File: config.mk
export PLATFORM = sky130hd
export DESIGN_NAME = mdu_iter
export DESIGN_NICKNAME = d
export VERILOG_FILES = /design/src/rtl/mdu_iter.sv
export SDC_FILE = /design/constraint.sdc
export NUM_CORES = 1
export LEC_CHECK = 0
export ABC_AREA = 1
export CAP_MARGIN = 5
export CORE_ASPECT_RATIO = 1.2
export CORE_MARGIN = 2
export CORE_UTILIZATION = 54
export DETAILED_ROUTE_END_ITERATION = 8
export PLACE_DENSITY = 0.72
export SKIP_LAST_GASP = 1
export SYNTH_ARGS = -nofsm -noshare
export SYNTH_HDL_FRONTEND = slang
export SYNTH_SLANG_ARGS = --single-unit
File: constraint.sdc
create_clock -name clk_i -period 5.1 [get_ports clk_i]
set_input_delay 1.02 -clock clk_i [delete_from_list [all_inputs] [get_ports clk_i]]
set_output_delay 1.02 -clock clk_i [all_outputs]
set_load 0.02 [all_outputs]
File: src/rtl/mdu_iter.sv
// Iterative RV M-extension multiply/divide unit: shift-add multiply and restoring
// divide on operand magnitudes, one bit per cycle, with valid/ready request and response.
//
// state | meaning
// IDLE  | ready for a request
// CALC  | iterating, counter counts N down to 0
// DONE  | result held until consumer accepts
module mdu_iter #(
    parameter int XLEN = 32
) (
    input  logic            clk_i,
    input  logic            rst_n_i,
    input  logic            flush_i,
    input  logic            req_valid_i,
    output logic            req_ready_o,
    input  logic [7:0]      mdu_info_i,
    input  logic            op_w_i,
    input  logic [XLEN-1:0] rs1_rdata_i,
    input  logic [XLEN-1:0] rs2_rdata_i,
    output logic            resp_valid_o,
    input  logic            resp_ready_i,
    output logic [XLEN-1:0] mdu_res_o
);
    localparam int PW = 2 * XLEN;

    typedef enum logic [1:0] {IDLE, CALC, DONE} state_t;

    state_t            state;
    logic [6:0]        cnt;
    logic [PW-1:0]     acc;
    logic [PW-1:0]     opa;
    logic [XLEN-1:0]   opb;
    logic              is_mul, mul_high, is_rem, neg, w_q;

    function automatic logic [XLEN-1:0] w_fix(input logic [XLEN-1:0] v, input logic w);
        return w ? XLEN'($signed(v[31:0])) : v;
    endfunction

    logic            req_w, sgn_a, sgn_b, sa, sb, one_hot, is_div_req, ovf, fast;
    logic [XLEN-1:0] a_ext, b_ext, a_mag, b_mag, min_neg, div_dvd, fast_raw, fast_res;

    always_comb begin
        req_w   = (XLEN == 64) && op_w_i;
        sgn_a   = mdu_info_i[0] | mdu_info_i[1] | mdu_info_i[2] | mdu_info_i[4] | mdu_info_i[6];
        sgn_b   = mdu_info_i[0] | mdu_info_i[1] | mdu_info_i[4] | mdu_info_i[6];
        a_ext   = rs1_rdata_i;
        b_ext   = rs2_rdata_i;
        if (req_w) begin
            a_ext = sgn_a ? XLEN'($signed(rs1_rdata_i[31:0])) : XLEN'(rs1_rdata_i[31:0]);
            b_ext = sgn_b ? XLEN'($signed(rs2_rdata_i[31:0])) : XLEN'(rs2_rdata_i[31:0]);
        end
        sa      = sgn_a & a_ext[XLEN-1];
        sb      = sgn_b & b_ext[XLEN-1];
        a_mag   = sa ? -a_ext : a_ext;
        b_mag   = sb ? -b_ext : b_ext;
        // W-mode dividend sits at the top so the MSB-first loop runs only 32 steps
        div_dvd = req_w ? (a_mag << (XLEN - 32)) : a_mag;
        min_neg = req_w ? XLEN'($signed(32'h8000_0000)) : {1'b1, {(XLEN-1){1'b0}}};
        one_hot = (mdu_info_i != 8'd0) && ((mdu_info_i & (mdu_info_i - 8'd1)) == 8'd0);
        is_div_req = |mdu_info_i[7:4];
        ovf     = (mdu_info_i[4] | mdu_info_i[6]) && (a_ext == min_neg) && (b_ext == '1);
        fast    = !one_hot || (is_div_req && (b_ext == '0)) || ovf;
        fast_raw = '0;
        if (!one_hot)
            fast_raw = '0;
        else if (is_div_req && (b_ext == '0))
            fast_raw = (mdu_info_i[4] | mdu_info_i[5]) ? '1 : a_ext;
        else if (ovf)
            fast_raw = mdu_info_i[4] ? a_ext : '0;
        fast_res = w_fix(fast_raw, req_w);
    end

    logic [PW-1:0]   mul_acc_nx, prod;
    logic [XLEN:0]   div_sh;
    logic            div_ok;
    logic [XLEN-1:0] rem_nx, q_nx, quo, rm, mul_r, calc_res;

    always_comb begin
        mul_acc_nx = acc + (opb[0] ? opa : '0);
        div_sh     = {acc[XLEN-1:0], opa[XLEN-1]};
        div_ok     = div_sh >= {1'b0, opb};
        rem_nx     = div_ok ? XLEN'(div_sh - {1'b0, opb}) : div_sh[XLEN-1:0];
        q_nx       = {opa[XLEN-2:0], div_ok};
        prod       = neg ? -mul_acc_nx : mul_acc_nx;
        mul_r      = prod[XLEN-1:0];
        if (mul_high)
            mul_r = w_q ? XLEN'(prod[63:32]) : prod[PW-1:XLEN];
        quo        = neg ? -q_nx : q_nx;
        rm         = neg ? -rem_nx : rem_nx;
        calc_res   = w_fix(is_mul ? mul_r : (is_rem ? rm : quo), w_q);
    end

    always_ff @(posedge clk_i or negedge rst_n_i) begin
        if (!rst_n_i) begin
            state        <= IDLE;
            req_ready_o  <= 1'b1;
            resp_valid_o <= 1'b0;
            mdu_res_o    <= '0;
            cnt          <= '0;
            acc          <= '0;
            opa          <= '0;
            opb          <= '0;
            is_mul       <= 1'b0;
            mul_high     <= 1'b0;
            is_rem       <= 1'b0;
            neg          <= 1'b0;
            w_q          <= 1'b0;
        end else if (flush_i) begin
            state        <= IDLE;
            req_ready_o  <= 1'b1;
            resp_valid_o <= 1'b0;
            cnt          <= '0;
        end else begin
            unique case (state)
                IDLE: begin
                    if (req_valid_i) begin
                        req_ready_o <= 1'b0;
                        is_mul      <= |mdu_info_i[3:0];
                        mul_high    <= |mdu_info_i[3:1];
                        is_rem      <= mdu_info_i[6] | mdu_info_i[7];
                        neg         <= (mdu_info_i[6] | mdu_info_i[7]) ? sa : (sa ^ sb);
                        w_q         <= req_w;
                        if (fast) begin
                            mdu_res_o    <= fast_res;
                            resp_valid_o <= 1'b1;
                            state        <= DONE;
                        end else begin
                            cnt   <= (req_w || XLEN == 32) ? 7'd32 : 7'd64;
                            acc   <= '0;
                            opa   <= (|mdu_info_i[3:0]) ? PW'(a_mag) : PW'(div_dvd);
                            opb   <= b_mag;
                            state <= CALC;
                        end
                    end
                end
                CALC: begin
                    if (is_mul) begin
                        acc <= mul_acc_nx;
                        opa <= opa << 1;
                        opb <= opb >> 1;
                    end else begin
                        acc[XLEN-1:0] <= rem_nx;
                        opa[XLEN-1:0] <= q_nx;
                    end
                    cnt <= cnt - 7'd1;
                    if (cnt == 7'd1) begin
                        mdu_res_o    <= calc_res;
                        resp_valid_o <= 1'b1;
                        state        <= DONE;
                    end
                end
                DONE: begin
                    if (resp_ready_i) begin
                        resp_valid_o <= 1'b0;
                        req_ready_o  <= 1'b1;
                        state        <= IDLE;
                    end
                end
                default: state <= IDLE;
            endcase
        end
    end
endmodule
==> impl_metrics.tcl, run 1 <==
set metrics [dict create \
    post-route-period-util_pct 94.77 \
    setup_tns_ns 0 \
    num_io_pins 112 \
    max_cap_violations 0 \
    viasPerCell 5.685 \
    root_buffer "clkbuf_16" \
    first_pass_iters 9 \
    ant_nets 0 \
    nets 4833 \
    powerDensity_nw_per_um2 445.9 \
    yosys_warnings 0 \
    die-area_um2 48470 \
    critPathRequiredTime_ns 5.61 \
    rows 86 \
    track_usage_pct 44.08 \
    multiInputGateArea_um2 16360 \
    grt_start_max_net_pins 106 \
    antenna_found_initial 3 \
    min_period_ns 4.833 \
    hold_viol_final 0 \
    criticalPathCategory "reg -> reg" \
    grt_pass1_wl_mm 162.2 \
    ys_seq_area_share_pct 20.54 \
    final_cell_count_no_fill 5286 \
    synthCells 4576 \
    insertion_delay_ns 0.60 \
    place.gp.congestion 1.095 \
    drtIter0Drc 3023 \
    worstPathArrival_ns 5.34 \
    critPathLaunchType "flip-flop" \
    holdBufCountCts 0 \
    clk_pin_slew_ns 0.06 \
    cts_setup_buffers 0 \
    fin_skew_ns 0.02012 \
    synth_area_leaders "nand2_1 23%, dfrtp_1 20%, inv_1 12%" \
    synth_area_per_cell_um2 5.513 \
    port_buffers 110 \
    yosysTopAreaCell "nand2_1" \
    place_inst 5237 \
    p_leak_nw 15.56 \
    ir_drop_mv 0.2966 \
    syn_nets 4760 \
    grt_pass1_vias 28100 \
    clock_sinks 207 \
    max_slew_margin_pct 12.06 \
    cpMostUsedCell "nand2_1" \
    rsz0062_at_grt "no" \
    start_util_pct 54.78 \
    power_mw 12.42 \
    yosys.cell_types.count 59 \
    seq_area_um2 5186 \
    final_area_um2 27850 \
    coreArea_um2 46050 \
    num_vias 30050 \
    synth_flop_cell "dfrtp_1" \
    cts_buffer_depth 3 \
    cp-end-kind "flip-flop" \
    synth_enable_flop_cells 0 \
    wl_per_cell_um 20.49 \
    tritoncts "done" \
    async_reset_ff_share_pct 100.0 \
    wirelength_mm 108.3 \
    slew_violations 0 \
    syn_to_final_growth_pct 10.39 \
    dp_hpwl_mm 86.73 \
    slowest_delay_ns 0.64 \
    cts.htree.levels 1 \
    hold_class "reg -> reg" \
    synth.top_cell.area_share_pct 22.93 \
    path_max_fanout 22 \
    postPlaceCellArea_um2 27010 \
    synth_area_um2 25230 \
    drc 0 \
    worstMarginPinSlew_ns 1.319 \
    gr-total-overflow 0 \
    fp.dieH_um 240.8 \
    crit_slowest_cell "dfrtp_2" \
    ys_seq_elements 207 \
    outcome "completed" \
    fillCellCount 4905 \
    timing.fmax_mhz 206.9 \
    cts_resized 0 \
    setup_violations 0 \
    cts_buffers 26 \
    die_w_um 201.3 \
    drive_gt1_share_pct 5.076 \
]
==> path summary, 6_finish.rpt <==
path	cells after the start	slack, ns	to	startpoint
worst min register to register	2	0.49	acc[50]$_DFFE_PN0P_	acc[50]$_DFFE_PN0P_
min in group asynchronous	1	0.50	opa[37]$_DFFE_PN0P_	rst_n_i
worst max register to register	28	0.27	mdu_res_o[1]$_DFFE_PN0P_	opb[0]$_DFFE_PN0P_
worst max-delay path	28	0.27	mdu_res_o[1]$_DFFE_PN0P_	opb[0]$_DFFE_PN0P_
max in group asynchronous	2	3.28	neg$_DFFE_PN0P_	rst_n_i
worst min-delay path	2	0.49	acc[50]$_DFFE_PN0P_	acc[50]$_DFFE_PN0P_
==> cell usage in the layout (no fill, tap or decap), drive strengths merged, types with 6 or more instances in the layout <==
cell type | netlist | final
nand4 | 50 | 50
clkbuf | 67 | 32
buf | 62 | 65
o211ai | 19 | 19
dfrtp | 206 | 206
ha | 104 | 104
nand3b | 19 | 19
inv | 814 | 815
or2 | 16 | 16
nor3 | 56 | 56
xor2 | 23 | 23
xnor2 | 6 | 6
o21ai | 339 | 339
nor2 | 478 | 478
o21bai | 13 | 13
nand2 | 1580 | 1580
nand3 | 354 | 354
o22ai | 62 | 62
nor4 | 11 | 11
clkdlybuf4s50 | 0 | 109
clkinv | 2 | 12
a32o | 7 | 7
and2 | 7 | 7
o31ai | 17 | 17
a21oi | 214 | 214
a31oi | 32 | 32
==> stage by stage <==
step / setup slack (ns) / hold slack [ns] / utilization, %
3_3_place_gp: 0.1478 / 0.4635 / 58.64
4_1_cts: 0.4910 / 0.4866 / 60.45
3_5_place_dp: 0.02873 / 0.4683 / 58.64
6_report: 0.2669 / 0.4856 / 60.47
2_1_floorplan: 1.354 / 0.4483 / -
5_1_grt: 0.05561 / 0.5040 / 60.46
==> cell usage after synthesis, types with 11 or more instances <==
library cell  number
nor3_1            48
ha_1             104
o31ai_1           17
nand2_2           35
a31oi_1           32
buf_1             20
or2_2             16
o21bai_1          13
o21ai_0          259
nand4_1           49
buf_6             12
nand2_1         1541
a21oi_1          214
nand3b_1          18
nor2_1           447
inv_1            803
o211ai_1          19
nand3_1          349
buf_2             26
clkbuf_1          67
o21ai_1           75
dfrtp_1          206
nor2_2            24
inv_2             11
xor2_1            23
o22ai_1           62
==> cell families (layout without fill, tap and decap cells) <==
group                      count (synthesis)  in the layout  synth area share (%)
and+or+nand+nor                         2572           2572                 42.91
buffers and inverters                    945           1038                 14.66
AOI/OAI and AO/OA                        717            717                 15.57
DFF                                      207            207                 20.54
adders and majority gates                106            106                 5.317
xor gates and xnor gates                  29             29                 1.007
other                                      0              1                     0
==> registers in the layout, indices dropped and copies added (netlist names) <==
register	cells
opa	64
req_ready_o	1
neg	1
mdu_res_o	32
is_mul	1
mul_high	1
is_rem	1
opb	32
resp_valid_o	1
state	2
acc	64
cnt	7
==> power by group <==
| part | leakage (nW) | total [mW] | switching (mW) | internal (mW) |
|---|---|---|---|---|
| clock | 0.406 | 1.89 | 0.860 | 1.03 |
| combinational | 12.5 | 8.02 | 5.58 | 2.44 |
| sequential | 2.69 | 2.51 | 0.437 | 2.08 |
| total | 15.6 | 12.4 | 6.87 | 5.54 |
==> routing by layer <==
layer  vias to the layer above  part of all wire (%)  global-route usage [%]
li1                      14620                     -                       -
met1                     13500                    35                   46.66
met2                      1428                    46                   74.51
met3                       493                   7.3                   7.291
met4                         4                    12                   43.18
met5                         -                 0.023                       0
==> critical path: cells and delay by family, from the launching register on <==
family / cells / cell delay [ns]
simple gates: 19 / 2.72
flops: 1 / 0.64
fa+ha+maj: 2 / 0.58
buf+inv: 5 / 0.44
compound gates: 2 / 0.38
==> area by class of cell <==
cell class,instances,share of cell area [%]
Sequential cell,207,18.62
Clock inverter,16,0.4987
Tap cell,616,2.768
Clock buffer,32,2.489
Timing Repair Buffer,174,5.832
Inverter,816,11.02
Multi-Input combinational cell,3424,58.76
Antenna cell,1,0.008986
No activity file was read; power rests on OpenSTA's default activity.
==> run 2: changes to the inputs <==
--- a/config.mk
+++ b/config.mk
@@ -9,9 +9,8 @@
 export CAP_MARGIN = 5
 export CORE_ASPECT_RATIO = 1.2
 export CORE_MARGIN = 2
-export CORE_UTILIZATION = 54
+export CORE_UTILIZATION = 31
 export DETAILED_ROUTE_END_ITERATION = 8
-export PLACE_DENSITY = 0.72
 export SKIP_LAST_GASP = 1
 export SYNTH_ARGS = -nofsm -noshare
 export SYNTH_HDL_FRONTEND = slang
==> run 2 against run 1 <==
Effect of this change:
- first-iteration DRC count down 6.5%
- sequential share of layout area decreased by 0.42 points
- clock skew is 0.00060 ns lower
- critical endpoint is now mdu_res_o[15]$_DFFE_PN0P_
- hold slack worse by 0.051 ns
==> impl_metrics.tcl, run 2 (same netlist as run 1, synthesis figures left out) <==
set metrics [dict create \
    rsz0062_at_grt "no" \
    regToRegStartpoint "opb[0]$_DFFE_PN0P_" \
    power_mw 12.55 \
    ant_nets 0 \
    hold_viol_final 0 \
    clockPowerShare_pct 16.9 \
    reg2reg_slack_ns 0.40 \
    cts.htree.levels 1 \
    gr-total-overflow 0 \
    timing.rr.end "mdu_res_o[15]$_DFFE_PN0P_" \
    worstPathArrival_ns 5.20 \
    nets 4828 \
    largestRegisters "acc x64, opa x64" \
    final_common_cell "nand2_1" \
    combPwrFrac_pct 63.3 \
    drc 0 \
    slew_violations 0 \
    wl_per_cell_um 19.05 \
    timing.fmax_mhz 212.9 \
    met3_usage_pct 2.532 \
    place.gp.congestion 1.014 \
    drive_gt1_share_pct 4.930 \
    outcome "completed" \
    root_buffer "clkbuf_16" \
    min_period_ns 4.697 \
    max_slew_margin_pct 39.05 \
    powerDensity_nw_per_um2 440.6 \
    grt_start_max_net_pins 88 \
    worstMarginPinSlew_ns 0.9133 \
    die-area_um2 83680 \
    switching_share_pct 54.19 \
    start_util_pct 31.30 \
    cts_buffers 28 \
    cts_buffer_depth 3 \
    rows 114 \
    holdBufCountCts 0 \
    p_leak_nw 15.59 \
    num_vias 29570 \
    tritoncts "done" \
    antenna_found_initial 0 \
    final_area_um2 28490 \
    use_met1_pct 30.90 \
    syn_to_final_growth_pct 12.93 \
    cts_resized 0 \
    post-route-period-util_pct 92.11 \
    reg2reg_depth 24 \
    fillCellCount 9104 \
    fin_util_pct 35.35 \
    postPlaceCellArea_um2 27530 \
    num_io_pins 112 \
    grt_util_met2_pct 43.08 \
    fp.dieH_um 316.5 \
    hold_class "in -> async" \
    grt_pass1_wl_mm 163.0 \
    sequentialPowerShare_pct 19.8 \
    die_w_um 264.4 \
    criticalPathCategory "reg -> reg" \
    cp-end-kind "flip-flop" \
    endpoint "mdu_res_o[15]$_DFFE_PN0P_" \
    switchingPower_mw 6.802 \
    insertion_delay_ns 0.62 \
    final_cell_mix "1541 x nand2_1, 802 x inv_1, 444 x nor2_1" \
    place_inst 5658 \
    clk_pin_slew_ns 0.06 \
    port_buffers 110 \
    final_cell_count_no_fill 5710 \
    drtIter0Drc 2828 \
    viasPerCell 5.179 \
    fin_skew_ns 0.01952 \
    cts_setup_buffers 0 \
    setup_violations 0 \
    clock_sinks 207 \
    intPower_mw 5.750 \
    dp_hpwl_mm 88.73 \
    wirelength_mm 108.7 \
    coreArea_um2 80590 \
    critPathRequiredTime_ns 5.60 \
    grt_pass1_vias 27380 \
    track_usage_pct 25.33 \
    setup_tns_ns 0 \
    path_max_fanout 38 \
    first_pass_iters 6 \
    busiest_layer "met2" \
    cp-startpoint "opb[0]$_DFFE_PN0P_" \
    ir_drop_mv 0.3178 \
    max_cap_violations 0 \
    critPathLaunchType "flip-flop" \
]
run 2: cell count changes in the layout (fill, tap and decap cells not counted), sizes merged:
cell / change
buf: -7
bufinv: +2
clkbuf: +7
clkinv: -4
clkinvlp: -1
inv: -1
run 2: how the worst min path moves through the flow:
stage	startpoint	cells after the start	endpoint	slack [ns]
finish	rst_n_i	1	cnt[1]$_DFFE_PN0P_	0.44
global route	rst_n_i	1	cnt[1]$_DFFE_PN0P_	0.50
CTS	rst_n_i	1	cnt[1]$_DFFE_PN0P_	0.46
detailed placement	resp_valid_o$_DFFE_PN0P_	2	resp_valid_o$_DFFE_PN0P_	0.48
global placement	resp_valid_o$_DFFE_PN0P_	2	resp_valid_o$_DFFE_PN0P_	0.46
floorplan	acc[39]$_DFFE_PN0P_	2	acc[39]$_DFFE_PN0P_	0.45
run 2: power groups by stage:
| stage | registers [mW] | logic, mW | clock network, mW |
|---|---|---|---|
| global route | 2.53 | 8.72 | 2.19 |
| global placement | 2.49 | 7.72 | 0 |
| detailed placement | 2.49 | 7.78 | 0 |
| CTS | 2.47 | 7.81 | 2.15 |
| floorplan | 2.45 | 5.24 | 0 |
| finish | 2.48 | 7.95 | 2.12 |
run 2: worst max-delay path, stage by stage (launching register included):
cell	delay [ns]
dfrtp_2	0.46
buf_12	0.19
nand2_1	0.17
inv_1	0.06
ha_1	0.41
nand2_1	0.16
nor2_1	0.24
nand3_1	0.13
nand3_1	0.25
nand2_1	0.11
nand2_1	0.15
nand2_1	0.07
nand2_1	0.36
nand2_1	0.13
nor2_1	0.17
nand4_1	0.18
nor2_1	0.26
nand3_1	0.15
nand2_2	0.09
o21ai_0	0.08
o21ai_0	0.34
buf_4	0.20
nand3b_1	0.10
nand2_1	0.07
inv_1	0.03
run 2: area by class of cell:
type,count,area [um^2],share of cell area (%)
sequential,207,5186,18.20
clock buffer,39,792.0,2.780
multi-input combinational,3424,16360,57.44
antenna,1,2.502,0.008784
inverter,816,3064,10.76
timing repair buffer,167,1609,5.648
tap,1044,1306,4.585
clock inverter,12,165.2,0.5797
run 2: metrics by stage:
step / hold slack, ns / worst slack [ns]
3_5_place_dp: 0.4759 / 0.3951
5_1_grt: 0.4991 / 0.01726
4_1_cts: 0.4577 / 0.4704
3_3_place_gp: 0.4648 / 0.4740
6_report: 0.4351 / 0.4026
2_1_floorplan: 0.4483 / 1.354
run 2: routing by layer:
metal / wire length [um] / vias up
met5: 0 / -
met4: 7988 / 0
met3: 6512 / 275
met2: 50380 / 1120
met1: 43870 / 13530
li1: - / 14640
